==> config.mk <==
export PLATFORM = sky130hd
export DESIGN_NAME = result_byte_serializer
export DESIGN_NICKNAME = d
export VERILOG_FILES = /design/src/rtl/divider_pkg.sv /design/src/rtl/res_fifo.sv /design/src/rtl/result_byte_serializer.sv
export SDC_FILE = /design/constraint.sdc
export NUM_CORES = 1
export LEC_CHECK = 0
export ABC_AREA = 1
export ABC_CLOCK_PERIOD_IN_PS = 5420
export BUFFER_PORTS_ARGS = -buffer_cell sky130_fd_sc_hd__buf_2
export CAP_MARGIN = 10
export CELL_PAD_IN_SITES_DETAIL_PLACEMENT = 1
export CELL_PAD_IN_SITES_GLOBAL_PLACEMENT = 2
export CORE_MARGIN = 1
export CORE_UTILIZATION = 40
export DETAILED_ROUTE_END_ITERATION = 8
export HOLD_SLACK_MARGIN = 0.08
export PLACE_DENSITY_LB_ADDON = 0.3
export SYNTH_ARGS = -nofsm -noshare
export SYNTH_HDL_FRONTEND = slang
export SYNTH_SLANG_ARGS = --single-unit
==> constraint.sdc <==
create_clock -name clk -period 5.42 [get_ports clk]
set_clock_uncertainty 0.15 [all_clocks]
set_input_delay 0.271 -clock clk [delete_from_list [all_inputs] [get_ports clk]]
set_output_delay 0.271 -clock clk [all_outputs]
set_load 0.005 [all_outputs]
==> src/rtl/divider_pkg.sv <==
// ============================================================================
//  Module  : divider_pkg
//  Brief   : Shared constants and FSM encoding for the divider result serializer.
//  Rev     : 1.0
// ============================================================================
`default_nettype none

package divider_pkg;

  localparam int DATA_WIDTH       = 65;
  localparam int OUT_WIDTH        = 8;
  localparam int PAYLOAD_WIDTH    = DATA_WIDTH - 1;
  localparam int BEATS_PER_FRAME  = PAYLOAD_WIDTH / OUT_WIDTH;
  localparam int SIGN_BIT         = 64;
  localparam int BUFFER_DEPTH     = 4;
  localparam int LOG_BUFFER_DEPTH = 3;

  typedef enum logic {
    IDLE = 1'b0,
    SEND = 1'b1
  } state_t;

endpackage

`default_nettype wire

==> src/rtl/res_fifo.sv <==
// ============================================================================
//  Module  : res_fifo
//  Brief   : Synchronous FIFO; full/empty decoded from wrap-bit pointers.
//  Rev     : 1.0
// ============================================================================
`default_nettype none

module res_fifo
  import divider_pkg::*;
#(
  parameter int WIDTH     = divider_pkg::DATA_WIDTH,
  parameter int DEPTH     = divider_pkg::BUFFER_DEPTH,
  parameter int PTR_WIDTH = divider_pkg::LOG_BUFFER_DEPTH
) (
  input  logic                 clk,
  input  logic                 rst,
  input  logic                 wr,
  input  logic [WIDTH-1:0]     wr_data,
  input  logic                 rd,
  output logic [WIDTH-1:0]     rd_data,
  output logic                 full,
  output logic                 empty,
  output logic [PTR_WIDTH-1:0] count
);

  localparam int ADDR_WIDTH = PTR_WIDTH - 1;

  logic [WIDTH-1:0]     mem [DEPTH];
  logic [PTR_WIDTH-1:0] wr_ptr;
  logic [PTR_WIDTH-1:0] rd_ptr;
  logic                 do_wr;
  logic                 do_rd;

  assign do_wr = wr & ~full;
  assign do_rd = rd & ~empty;

  always_ff @(posedge clk) begin
    if (rst) begin
      wr_ptr <= '0;
      rd_ptr <= '0;
    end else begin
      if (do_wr) wr_ptr <= wr_ptr + 1'b1;
      if (do_rd) rd_ptr <= rd_ptr + 1'b1;
    end
  end

  always_ff @(posedge clk) begin
    if (do_wr) mem[wr_ptr[ADDR_WIDTH-1:0]] <= wr_data;
  end

  assign rd_data = mem[rd_ptr[ADDR_WIDTH-1:0]];
  // Same slot with opposite wrap bits means the writer lapped the reader.
  assign full    = (wr_ptr[PTR_WIDTH-1] != rd_ptr[PTR_WIDTH-1]) &&
                   (wr_ptr[ADDR_WIDTH-1:0] == rd_ptr[ADDR_WIDTH-1:0]);
  assign empty   = (wr_ptr == rd_ptr);
  assign count   = wr_ptr - rd_ptr;

endmodule

`default_nettype wire

==> src/rtl/result_byte_serializer.sv <==
// ============================================================================
//  Module  : result_byte_serializer
//  Brief   : Buffers 65-bit divider results and emits each as an 8-byte frame, LSB first.
//  Rev     : 1.0
// ============================================================================
`default_nettype none

module result_byte_serializer
  import divider_pkg::*;
#(
  parameter int DATA_WIDTH       = divider_pkg::DATA_WIDTH,
  parameter int BUFFER_DEPTH     = divider_pkg::BUFFER_DEPTH,
  parameter int LOG_BUFFER_DEPTH = divider_pkg::LOG_BUFFER_DEPTH,
  parameter int OUT_WIDTH        = divider_pkg::OUT_WIDTH
) (
  input  logic                  clk,
  input  logic                  rst,
  input  logic                  res_valid,
  output logic                  res_ready,
  input  logic [DATA_WIDTH-1:0] res_data,
  output logic [OUT_WIDTH-1:0]  data_out_out,
  output logic                  pull_out,
  output logic                  sign_out,
  output logic                  drop_err
);

  localparam int PAYLOAD_W = DATA_WIDTH - 1;
  localparam int BEATS     = PAYLOAD_W / OUT_WIDTH;
  localparam int CNT_W     = $clog2(BEATS);
  localparam logic [CNT_W-1:0] LAST_BEAT = CNT_W'(BEATS - 1);

  logic                        push;
  logic                        pop;
  logic                        full;
  logic                        empty;
  logic [DATA_WIDTH-1:0]       head;
  logic [LOG_BUFFER_DEPTH-1:0] fifo_count;

  state_t                      state, state_nxt;
  logic [CNT_W-1:0]            beat, beat_nxt;
  logic [PAYLOAD_W-1:0]        shreg, shreg_nxt;
  logic [OUT_WIDTH-1:0]        byte_nxt;
  logic                        pull_nxt;
  logic                        sign_nxt;
  logic                        frame_done;

  assign push      = res_valid & ~full;
  assign res_ready = ~full;

  res_fifo #(
    .WIDTH     (DATA_WIDTH),
    .DEPTH     (BUFFER_DEPTH),
    .PTR_WIDTH (LOG_BUFFER_DEPTH)
  ) u_res_fifo (
    .clk     (clk),
    .rst     (rst),
    .wr      (push),
    .wr_data (res_data),
    .rd      (pop),
    .rd_data (head),
    .full    (full),
    .empty   (empty),
    .count   (fifo_count)
  );

  // The cycle after the last byte behaves like IDLE so frames can run back-to-back.
  assign frame_done = (state == IDLE) || (beat == LAST_BEAT);

  always_comb begin
    state_nxt = state;
    beat_nxt  = beat;
    shreg_nxt = shreg;
    byte_nxt  = data_out_out;
    pull_nxt  = 1'b0;
    sign_nxt  = sign_out;
    pop       = 1'b0;
    if (frame_done && !empty) begin
      pop       = 1'b1;
      shreg_nxt = head[PAYLOAD_W-1:0];
      byte_nxt  = head[OUT_WIDTH-1:0];
      pull_nxt  = 1'b1;
      sign_nxt  = head[DATA_WIDTH-1];
      beat_nxt  = '0;
      state_nxt = SEND;
    end else if (!frame_done) begin
      shreg_nxt = shreg >> OUT_WIDTH;
      byte_nxt  = shreg[2*OUT_WIDTH-1:OUT_WIDTH];
      beat_nxt  = beat + 1'b1;
    end else begin
      state_nxt = IDLE;
      byte_nxt  = '0;
      sign_nxt  = 1'b0;
      beat_nxt  = '0;
    end
  end

  always_ff @(posedge clk) begin
    if (rst) begin
      state        <= IDLE;
      beat         <= '0;
      shreg        <= '0;
      data_out_out <= '0;
      pull_out     <= 1'b0;
      sign_out     <= 1'b0;
      drop_err     <= 1'b0;
    end else begin
      state        <= state_nxt;
      beat         <= beat_nxt;
      shreg        <= shreg_nxt;
      data_out_out <= byte_nxt;
      pull_out     <= pull_nxt;
      sign_out     <= sign_nxt;
      if (res_valid && full) drop_err <= 1'b1;
    end
  end

  a_full_matches_count : assert property (@(posedge clk) disable iff (rst)
    full == (fifo_count == LOG_BUFFER_DEPTH'(BUFFER_DEPTH)));

endmodule

`default_nettype wire

==> flow_summary.yaml <==
critical_path:
  cp.required_ns: 5.73
  cp_num_cells: 7
  path_buf_inv: 1
  crit_chain: "ha_1 > ha_1 > nor2_4 > inv_2 > nor2_4 > nand2_1 > nand3_1"
  critical_path.max_stage_delay_ns: 0.89
  r2r_cells: 7
  cp.arrival_ns: 3.62
  worstSetupPathType: "reg2reg"
  endpoint_kind: "flip-flop"
  start_kind: "flip-flop"
  r2r-start: "beat[0]"
  path_max_fanout: 44
  critPathLaunch: "beat[0]"
  crit_slowest_cell: "nor2_4"
  crit_family: "simple AND/OR/NAND/NOR gates"
clocking:
  clk-insertion-delay-late_ns: 0.53
  clk_path_buf_depth: 3
  cts-resized-gates: 0
  root_buffer: "clkbuf_16"
  cts_setup_buffers: 0
  clock-sinks: 339
  htree_levels: 2
  cts_inserted_buffers: 37
  cts_tree: "yes"
  clkTransAtPathRegs_ns: 0.06
die:
  dieHeight_um: 185
  row_count: 66
  die_x_um: 185
  initial_core_util: 0.409
  io_pins: 80
  core_area_um2: 32700
  die_area_um2: 34200
timing:
  tns_ns: 0
  setup_violations: 0
  max_freq_mhz: 302
  drv_slew: 0
  worstMarginPinSlew_ns: 1.06
  fin_crit_sh: 0.611
  period_needed_ns: 3.31
  slew_headroom: 0.289
  setup_ws_ns: 2.11
  rsz0062_at_grt: "false"
  hold_violations: 0
pwr:
  ir_drop_mv: 0.255
  power.density_nw_per_um2: 450
  p_total_mw: 7.21
  p_leak_nw: 6.41
drt:
  wire_per_inst_um: 18.2
  dr.pass1.iters: 4
  vias: 9060
  vias_per_cell: 4.96
  drc: 0
  drtAntennaViolNets: 0
  first_iter_violations: 498
  wirelength_um: 33300
global_routing:
  grt_pass1_vias: 9559
  track_usage: 0.204
  grt_overflow: 0
  grt_pass1_wl_um: 53000
  antenna_found_initial: 0
  grt_max_degree: 79
synth:
  synthTopCellsByCount: "nand2_1, edfxtp_1, nand3_1, inv_1, nor2_1"
  ys_seq_area_frac: 0.702
  synth_edf_count: 260
  syn_inst: 1224
  synth_nets: 1299
  netlist_area_um2: 13400
  synthTopCellsByArea: "edfxtp_1, dfxtp_1, nand2_1, nand3_1, inv_1"
  synth_top_area_share: 0.584
  yosysTopAreaCell: "edfxtp_1"
  avgSynthCellArea_um2: 10.9
  synth_ff_type: "edfxtp_1"
  synth.most_common_cell: "nand2_1"
  synthArstFlopShare: 0
  synth-seq-cells: 339
  yosysWarnings: 0
  ys_types: 27
placement:
  placed_area_um2: 14200
  place_hpwl_um: 19000
  dpl_worst_slack_ns: 2.03
  place.gp.congestion: 0.732
  portBuffers: 79
worst_hold_path:
  hold_path.startpoint: "beat[0]"
  hold_class: "reg2reg"
  holdPathStages: 1
layout:
  area_delta_synth_final_pct: 19.7
  num_antenna_cells: 0
  fin_area_um2: 16000
  drive_above_1_share: 0.121
  fin_util: 0.489
  num-nets-final: 1429
flow_run:
  cap_viol_max_count: 0
outcome:
  status: "finished clean"
[cell type report]
cell class	instances	area, um2
Clock buffer	55	1050
Clock inverter	13	116
Fill cell	3580	16700
Inverter	129	485
Multi-Input combinational cell	690	3210
Sequential cell	339	9400
Tap cell	442	553
Timing Repair Buffer	157	1190
[power by group]
group | leakage, nW | internal [mW] | switching [mW] | total (mW)
Clock | 0.572 | 1.40 | 1.01 | 2.41
Sequential | 3.04 | 3.09 | 0.216 | 3.30
Combinational | 2.80 | 0.476 | 1.02 | 1.49
[cell usage in the layout (no fill, tap or decap), types with 12 or more instances in the layout]
cell type,count
nand2_1,264
edfxtp_1,260
dfxtp_1,77
o22ai_1,34
nand3_1,154
inv_1,122
o21ai_1,17
nor2_1,104
clkbuf_1,12
dlygate4sd3_1,68
clkbuf_16,37
buf_2,79
o21ai_0,82
[metal layers]
metal	up-vias	routed length (um)	track usage
met4	0	741	0.0562
met5	-	0	0
li1	4401	-	-
met1	4478	15200	0.265
met3	50	948	0.0269
met2	131	16400	0.355
[kinds of logic (layout without fill, tap and decap cells)]
kind of cell | count (synthesis) | in the layout | share of synthesized area
adder cells (fa/ha/maj) | 7 | 7 | 0.00655
buffers and inverters | 195 | 354 | 0.0600
XOR/XNOR | 2 | 2 | 0.00131
flip-flops | 339 | 339 | 0.702
AO/OA/AOI/OAI | 143 | 143 | 0.0587
AND/OR/NAND/NOR | 538 | 538 | 0.171
[what timing repair did]
item                                   in CTS  in global routing
endpoints found under the hold margin     263                  0
setup endpoints to repair                   0                  0
hold buffers                               68                  0
[sequential cells by signal (all words and copies together) (netlist names), named ones only]
signal	flops
u_res_fifo.wr_ptr	3
data_out_out	8
pull_out	1
beat	3
u_res_fifo.mem	260
sign_out	1
drop_err	1
u_res_fifo.rd_ptr	3
shreg	56
state	1
[per-stage QoR]
step | hold WS [ns] | cells
2_1_floorplan | 0.220 | 1224
3_3_place_gp | 0.261 | 1689
3_5_place_dp | 0.267 | 1689
4_1_cts | 0.276 | 1825
5_1_grt | 0.292 | 1825
6_report | 0.276 | 1825
[path summary, 6_finish.rpt]
path | slack, ns | end
worst max register to register | 2.11 | shreg[44]
worst min register to register | 0.28 | beat[0]
worst min-delay path | 0.28 | beat[0]
worst max-delay path | 2.11 | shreg[44]
Note: power is estimated with default switching activity, not from simulation.
